===== src/rtl/csr_dec_hls_deadlock_reporter.sv =====
// -----------------------------------------------------------------------------
// csr_dec_hls_deadlock_reporter
//
// Consumes the per-instance HLS deadlock monitor `block` outputs and decides
// when a stall is a real deadlock. A stall qualifies only after THRESH
// consecutive cycles with at least one monitor blocking. The set of blocking
// monitors may change during a run without breaking it. On qualification the
// block latches a sticky deadlock flag, the monitor bitmap and a cycle
// timestamp. It then offers exactly one report record on a valid/ready
// interface. After the handshake it halts until software clears it.
//
// Parameters
//   NUM_MON  number of monitor `block` inputs (1..32)
//   THRESH   consecutive blocked cycles required to declare deadlock (>= 1)
//   CNT_W    timestamp width
//
// Ports
//   clock       in   clock
//   reset       in   synchronous, active-high reset
//   block_sigs  in   [NUM_MON] one bit per monitor, sampled every cycle
//   clear       in   software clear of sticky state (level)
//   rpt_valid   out  report record valid
//   rpt_ready   in   consumer accepts the record
//   rpt_mask    out  [NUM_MON] block_sigs captured in the qualifying cycle
//   rpt_time    out  [CNT_W] cycle counter captured in the qualifying cycle
//   deadlock    out  sticky deadlock flag
//
// Configuration
//   CSR_DEC_DEADLOCK_TIMESTAMP_EN  when defined, the free-running cycle
//   counter is built and rpt_time carries the capture time. When it is not
//   defined, the counter is removed and rpt_time is tied to 0.
//
// Every output comes straight from a flop. No input reaches an output
// combinationally.
// -----------------------------------------------------------------------------
module csr_dec_hls_deadlock_reporter #(
    parameter int NUM_MON = 4,
    parameter int THRESH  = 1024,
    parameter int CNT_W   = 32
) (
    input  logic               clock,
    input  logic               reset,
    input  logic [NUM_MON-1:0] block_sigs,
    input  logic               clear,
    output logic               rpt_valid,
    input  logic               rpt_ready,
    output logic [NUM_MON-1:0] rpt_mask,
    output logic [CNT_W-1:0]   rpt_time,
    output logic               deadlock
);

    // The run counter must hold the value THRESH.
    localparam int RUN_W = $clog2(THRESH + 1);

    // The last run value before qualification. The cycle that sees this value
    // while still blocked is the THRESH-th consecutive blocked cycle.
    localparam logic [RUN_W-1:0] RUN_QUAL = RUN_W'(THRESH - 1);
    localparam logic [RUN_W-1:0] RUN_MAX  = RUN_W'(THRESH);

    typedef enum logic [1:0] {
        WATCH  = 2'd0,  // counting blocked cycles
        REPORT = 2'd1,  // record offered, waiting for the consumer
        HALT   = 2'd2   // record delivered, waiting for software clear
    } state_t;

    state_t             state;
    state_t             state_next;
    logic [RUN_W-1:0]   run;
    logic [RUN_W-1:0]   run_next;
    logic               deadlock_next;
    logic               capture;
    logic               any_block;

    assign any_block = |block_sigs;

    // -------------------------------------------------------------------------
    // Next-state logic
    // -------------------------------------------------------------------------
    // NOTE: every signal gets a default before the case statement. A path
    // that leaves a combinational output unassigned would infer a latch.
    always_comb begin
        state_next    = state;
        run_next      = run;
        deadlock_next = deadlock;
        capture       = 1'b0;

        unique case (state)
            WATCH: begin
                if (clear || !any_block) begin
                    // A software clear overrides any blocking seen this cycle.
                    run_next = '0;
                end else if (run == RUN_QUAL) begin
                    // Qualifying cycle. The run is consumed by this report.
                    // It can only start again once the episode is cleared.
                    capture       = 1'b1;
                    deadlock_next = 1'b1;
                    run_next      = '0;
                    state_next    = REPORT;
                end else if (run != RUN_MAX) begin
                    run_next = run + RUN_W'(1);
                end
            end

            REPORT: begin
                // clear is ignored here. The record is never dropped.
                run_next = '0;
                if (rpt_ready) begin
                    state_next = HALT;
                end
            end

            HALT: begin
                // block_sigs are ignored. One report per episode.
                run_next = '0;
                if (clear) begin
                    deadlock_next = 1'b0;
                    state_next    = WATCH;
                end
            end

            default: begin
                run_next      = '0;
                deadlock_next = 1'b0;
                state_next    = WATCH;
            end
        endcase
    end

    // -------------------------------------------------------------------------
    // State, run counter and flags
    // -------------------------------------------------------------------------
    // NOTE: sequential state uses non-blocking assignments only. Every flop
    // then samples the pre-edge values, whatever the order of the blocks.
    always_ff @(posedge clock) begin
        if (reset) begin
            state     <= WATCH;
            run       <= '0;
            deadlock  <= 1'b0;
            rpt_valid <= 1'b0;
        end else begin
            state     <= state_next;
            run       <= run_next;
            deadlock  <= deadlock_next;
            // Registered copy of "in REPORT". rpt_valid rises the cycle after
            // qualification and falls the cycle after the handshake.
            rpt_valid <= (state_next == REPORT);
        end
    end

    // The mask register is reset as well. A reset must discard a pending
    // record, and the readout is defined as 0 until the first capture.
    always_ff @(posedge clock) begin
        if (reset) begin
            rpt_mask <= '0;
        end else if (capture) begin
            rpt_mask <= block_sigs;
        end
    end

    // -------------------------------------------------------------------------
    // Optional timestamp
    // -------------------------------------------------------------------------
`ifdef CSR_DEC_DEADLOCK_TIMESTAMP_EN
    logic [CNT_W-1:0] cyc;
    logic [CNT_W-1:0] rpt_time_q;

    // Reads 0 in the first cycle after reset is released. It wraps naturally
    // modulo 2^CNT_W.
    always_ff @(posedge clock) begin
        if (reset) begin
            cyc <= '0;
        end else begin
            cyc <= cyc + CNT_W'(1);
        end
    end

    always_ff @(posedge clock) begin
        if (reset) begin
            rpt_time_q <= '0;
        end else if (capture) begin
            rpt_time_q <= cyc;
        end
    end

    assign rpt_time = rpt_time_q;
`else
    assign rpt_time = '0;
`endif

endmodule

===== config.mk =====
export PLATFORM = sky130hd
export DESIGN_NAME = csr_dec_hls_deadlock_reporter
export DESIGN_NICKNAME = d
export VERILOG_FILES = /design/src/rtl/csr_dec_hls_deadlock_reporter.sv
export SDC_FILE = /design/constraint.sdc
export NUM_CORES = 1
export LEC_CHECK = 0
export CAP_MARGIN = 20
export CORE_ASPECT_RATIO = 0.5
export CORE_UTILIZATION = 42
export DETAILED_ROUTE_END_ITERATION = 16
export MAX_ROUTING_LAYER = met4
export PLACE_DENSITY = 0.8
export SLEW_MARGIN = 10
export SYNTH_ARGS = -nofsm -noshare
export SYNTH_HDL_FRONTEND = slang
export SYNTH_SLANG_ARGS = --single-unit

===== constraint.sdc =====
create_clock -name clock -period 2.1 [get_ports clock]
set_clock_uncertainty 0.1 [all_clocks]
set_input_delay 0.315 -clock clock [delete_from_list [all_inputs] [get_ports clock]]
set_output_delay 0.315 -clock clock [all_outputs]
set_load 0.01 [all_outputs]

* After elaboration in Yosys (flattened, before gate mapping) *
Cells that the tools add are included.

storage, ports and cells
  bits in registers = 19
  bits of input ports = 8
  output and inout bits = 38
  word-level logic and storage cells = 34

cells by class
  $add $sub $neg = 1
  equality and inequality tests = 8
  mux-type cells = 12
  bitwise operators = 2
  reductions and logical operators = 6

operator list
  operator               number
  $add 11x1->11 const B  1
  $eq 11x10->1 const B   1
  $ne 11x11->1 const B   1
  $mux 2                 4
  $reduce_or 4->1        2
  $mux 1                 6
  $ne 2x2->1 const B     3
  $pmux 2 s3             1
  $eq 2x1->1 const B     2
  $reduce_and 4->1       1
  $pmux 1 s3             1
  $eq 2x2->1 const B     1
  $logic_not 2->1        1
  $not 1->1              2
  $logic_not 1->1        1
  $logic_or 1x1->1       1

* Longest topological paths before layout *
  depth after elaboration = 6
  depth in mapped cells = 6
  gate-level depth less buffers = 5

* Worst setup path before layout *
OpenSTA, ideal clock, no wires.

  path kind = register to register
  start point = reg run[1]
  end point = reg run[4]
  setup time = 0.129 ns
  data arrival time = 1.539 ns
  data required time = 1.871 ns
  slack = 0.332 ns
  cell stages (with the launch flop) = 7
  buffers on the path = 1
  period minus slack after synthesis = 1.768 ns
  cell sequence = dfxtp_1 > ha_1 > nand3_1 > nor4_2 > or3_1 > buf_6 > nor3_2

on the way
  longest elaborated chain between the ends = 2
  elaborated cells between the ends (all ways) = 4
  classes of those cells = add/sub: 1; eq/ne: 2; reduce/logical: 1

ends and longest elaborated chain
  what                                                                   line  RTL
  from (decl)                                                            68    logic [RUN_W-1:0] run;
  from (signal assigned)                                                 142   run <= run_next;
  parallel branches: the longest is 2 deep, another holds $add 11x1->11  n/a

Several ways; the timed one is not identified.
A chain may end at the register's enable or synchronous reset.

* Worst setup path after layout *
  start point = in block_sigs[3]
  end point = reg run[9]

on the way
  longest elaborated chain between the ends = 4

ends and longest elaborated chain
  what                              line  RTL
  from (decl)                       43    input logic [NUM_MON-1:0] block_sigs,
  $reduce_or 4->1                   74    assign any_block = |block_sigs;
  $logic_not 1->1                   89    if (clear || !any_block) begin
  $logic_or 1x1->1                  89
  $reduce_or 4->1 (no source line)  n/a

Every way passes these cells.

==> flow_metrics.py <==
metrics = {
    "place": {
        "numPortBuffers": 13,
        "dp.cells": 175,
        "place.gp.congestion": 0.797,
        "hpwlAfterDp_um": 1400,
    },
    "logic_synthesis": {
        "synth_area_um2": 1100,
        "yosysMostFrequentCell": "buf_4",
        "synthArstFlopShare_pct": 0,
        "ys_seq_area_share_pct": 34.6,
        "yosys-top-cells-count": "buf_4 (32), dfxtp_1 (19), nor2_1 (10)",
        "ys.flop_type": "dfxtp_1",
        "avgSynthCellArea_um2": 8.72,
        "synthCells": 126,
        "synth_top_cell_by_area": "dfxtp_1",
        "synth_top_area_share_pct": 34.6,
        "synth-warning-count": 0,
        "synth-edff-count": 0,
        "synth_seq_cells": 19,
        "ys_top_cells_by_area": "dfxtp_1 (35%), buf_4 (22%), nor2_1 (3.4%)",
        "ys_types": 33,
    },
    "final_layout": {
        "final_cells": 179,
        "area_delta_synth_final_pct": 10.9,
        "diodes": 0,
        "layout.nets": 155,
        "drive_above_1_share_pct": 11.1,
        "final_core_util_pct": 52.0,
    },
    "setup_path": {
        "critPathBufInv": 1,
        "slowest_stage": "or3_1",
        "end_kind": "flip-flop",
        "critical_path_class": "primary input to flip-flop",
        "r2r_setup_slack_ns": 0.23,
        "cp-start-kind": "primary input",
        "critPathTopFamily": "simple AND/OR/NAND/NOR gates",
        "r2r-end": "rpt_mask[0]$_SDFFE_PP0P_",
        "max_stage_delay_ns": 0.55,
        "crit_chain": "clkdlybuf4s50_1 -> nor4_1 -> or4_4 -> or3_1 -> nor3_2",
        "reg2reg_from": "run[1]$_SDFFE_PP0P_",
        "crit_required_ns": 2.18,
        "worstPathArrival_ns": 2.07,
        "path_max_fanout": 10,
        "ff2ff_path_depth": 5,
    },
    "clock_tree": {
        "cts_setup_buffers": 0,
        "cts-buffers-inserted": 3,
        "cts_resized": 0,
        "cts.sinks": 19,
        "htreeDepth": 1,
        "insertion_delay_ns": 0.26,
        "cts_tree": "done",
        "path_clk_slew_ns": 0.07,
        "clock-root-buffer": "clkbuf_8",
        "clockBufferDepth": 2,
        "ctsHoldBuffers": 0,
    },
    "sta": {
        "final-max-slew-violation-count": 0,
        "setup_violations": 0,
        "fin_crit_ns": 1.98,
        "post-route-period-util_pct": 94.5,
        "finalHoldViolCount": 0,
        "fmaxAchievable_mhz": 504,
        "rsz0062_at_grt": "false",
    },
    "drt": {
        "vias": 831,
        "finalWirelength_um": 1780,
        "dr.pass1.iters": 4,
        "drtAntennaViolNets": 0,
        "dr.max_layer_used": "met4",
        "wl_met1_um": 749,
        "via_per_inst": 4.64,
        "wl_per_cell_um": 9.96,
        "first_iter_violations": 43,
        "drc": 0,
        "wl_met3_um": 172,
        "wl_met2_um": 832,
    },
    "power_and_ir_drop": {
        "p_total_mw": 0.686,
        "p_leak_nw": 0.464,
        "p_switching_mw": 0.168,
        "p_comb_share_pct": 9.9,
        "ir_worst_vdd_mv": 0.212,
        "p_sw_share_pct": 24.6,
        "internal-power_mw": 0.517,
        "pwr-share-seq_pct": 53.1,
        "clkPwrFrac_pct": 37.0,
        "power_density_nw_per_um2": 563,
    },
    "floorplan": {
        "start_util_pct": 46.9,
        "rows": 12,
        "ioPinCount": 46,
        "die_x_um": 74.3,
        "core-area_um2": 2340,
        "die_h_um": 38.2,
        "die_area_um2": 2840,
    },
    "global_routing": {
        "grt_overflow": 0,
        "grt_pass1_wl_um": 2900,
        "grt_usage_pct": 14.5,
        "grt_max_degree": 12,
        "grt_pass1_vias": 684,
        "antenna_found_initial": 0,
    },
    "min_path": {
        "hold_path_class": "flip-flop to flip-flop",
        "hold_path_end": "rpt_mask[1]$_SDFFE_PP0P_",
        "hp-start": "rpt_mask[1]$_SDFFE_PP0P_",
        "min_path_cells": 2,
    },
    "run_status": {
        "outcome": "completed",
    },
    "run": {
        "drv_cap": 0,
    },
}
per-layer routing:
layer	GRT usage [%]	vias up
li1	-	403
met1	15.0	366
met2	26.4	57
met3	4.74	5
met4	6.13	0
met5	-	-
cell usage in the layout, fill, tap and decap left out, types with 4 or more instances in the layout:
master,netlist,routed
xor2_1,4,4
nor2_1,10,10
o21ai_0,4,4
clkdlybuf4s50_1,0,13
nand2_1,4,4
xnor2_1,4,4
conb_1,1,32
buf_4,32,5
a21oi_1,7,7
dfxtp_1,19,19
nand3_1,6,5
cell families after synthesis:
kind of cell / synth area share, %
flip-flops: 34.6
buffers and inverters: 24.3
AND/OR/NAND/NOR: 25.5
AO/OA/AOI/OAI: 5.69
XOR/XNOR: 6.38
multiplexers: 0.911
adder cells (fa/ha/maj): 2.28
other: 0.341
power by group through the flow:
stage	logic, mW	clock network [mW]	registers [mW]
final	0.0678	0.254	0.364
after global routing	0.0763	0.273	0.364
after CTS	0.0668	0.259	0.364
after detailed placement	0.0666	0	0.372
after global placement	0.0654	0	0.372
after floorplan	0.0880	0	0.372
layout make-up:
type	count	area, um2
clock inverter	1	5.00
inverter	2	7.51
clock buffer	3	41.3
tap	35	43.8
fill	222	1120
sequential	19	380
multi-input combinational	101	573
timing repair buffer	18	168
worst min-delay path, cell delays in order, from the launching register on:
cell,delay [ns]
dfxtp_1,0.31
o21ai_0,0.06
a21oi_1,0.06
worst max path at each step:
stage	startpoint	to	slack, ns	cells past startpoint
after floorplan	run[1]$_SDFFE_PP0P_	run[4]$_SDFFE_PP0P_	0.33	6
after global placement	block_sigs[0]	run[9]$_SDFFE_PP0P_	-0.1	5
after detailed placement	block_sigs[2]	run[9]$_SDFFE_PP0P_	-0.16	5
after CTS	block_sigs[2]	run[9]$_SDFFE_PP0P_	0.10	5
after global routing	block_sigs[1]	run[9]$_SDFFE_PP0P_	0.07	5
final	block_sigs[3]	run[9]$_SDFFE_PP0P_	0.12	5
stage by stage:
step / hold WS, ns / setup WS [ns] / area, um2 / TNS [ns]
floorplan: 0.367 / 0.332 / 1210 / 0
global placement: 0.357 / -0.0985 / 1170 / -0.679
detailed placement: 0.365 / -0.157 / 1170 / -1.03
CTS: 0.375 / 0.103 / 1210 / 0
global route: 0.406 / 0.0670 / 1220 / 0
finish: 0.373 / 0.116 / 1220 / 0
state kept, by name, summed over array words and instances, names as in the netlist:
name	count
run	11
rpt_mask	4
state	2
deadlock	1
rpt_valid	1
(Power assumes the default switching activity.)
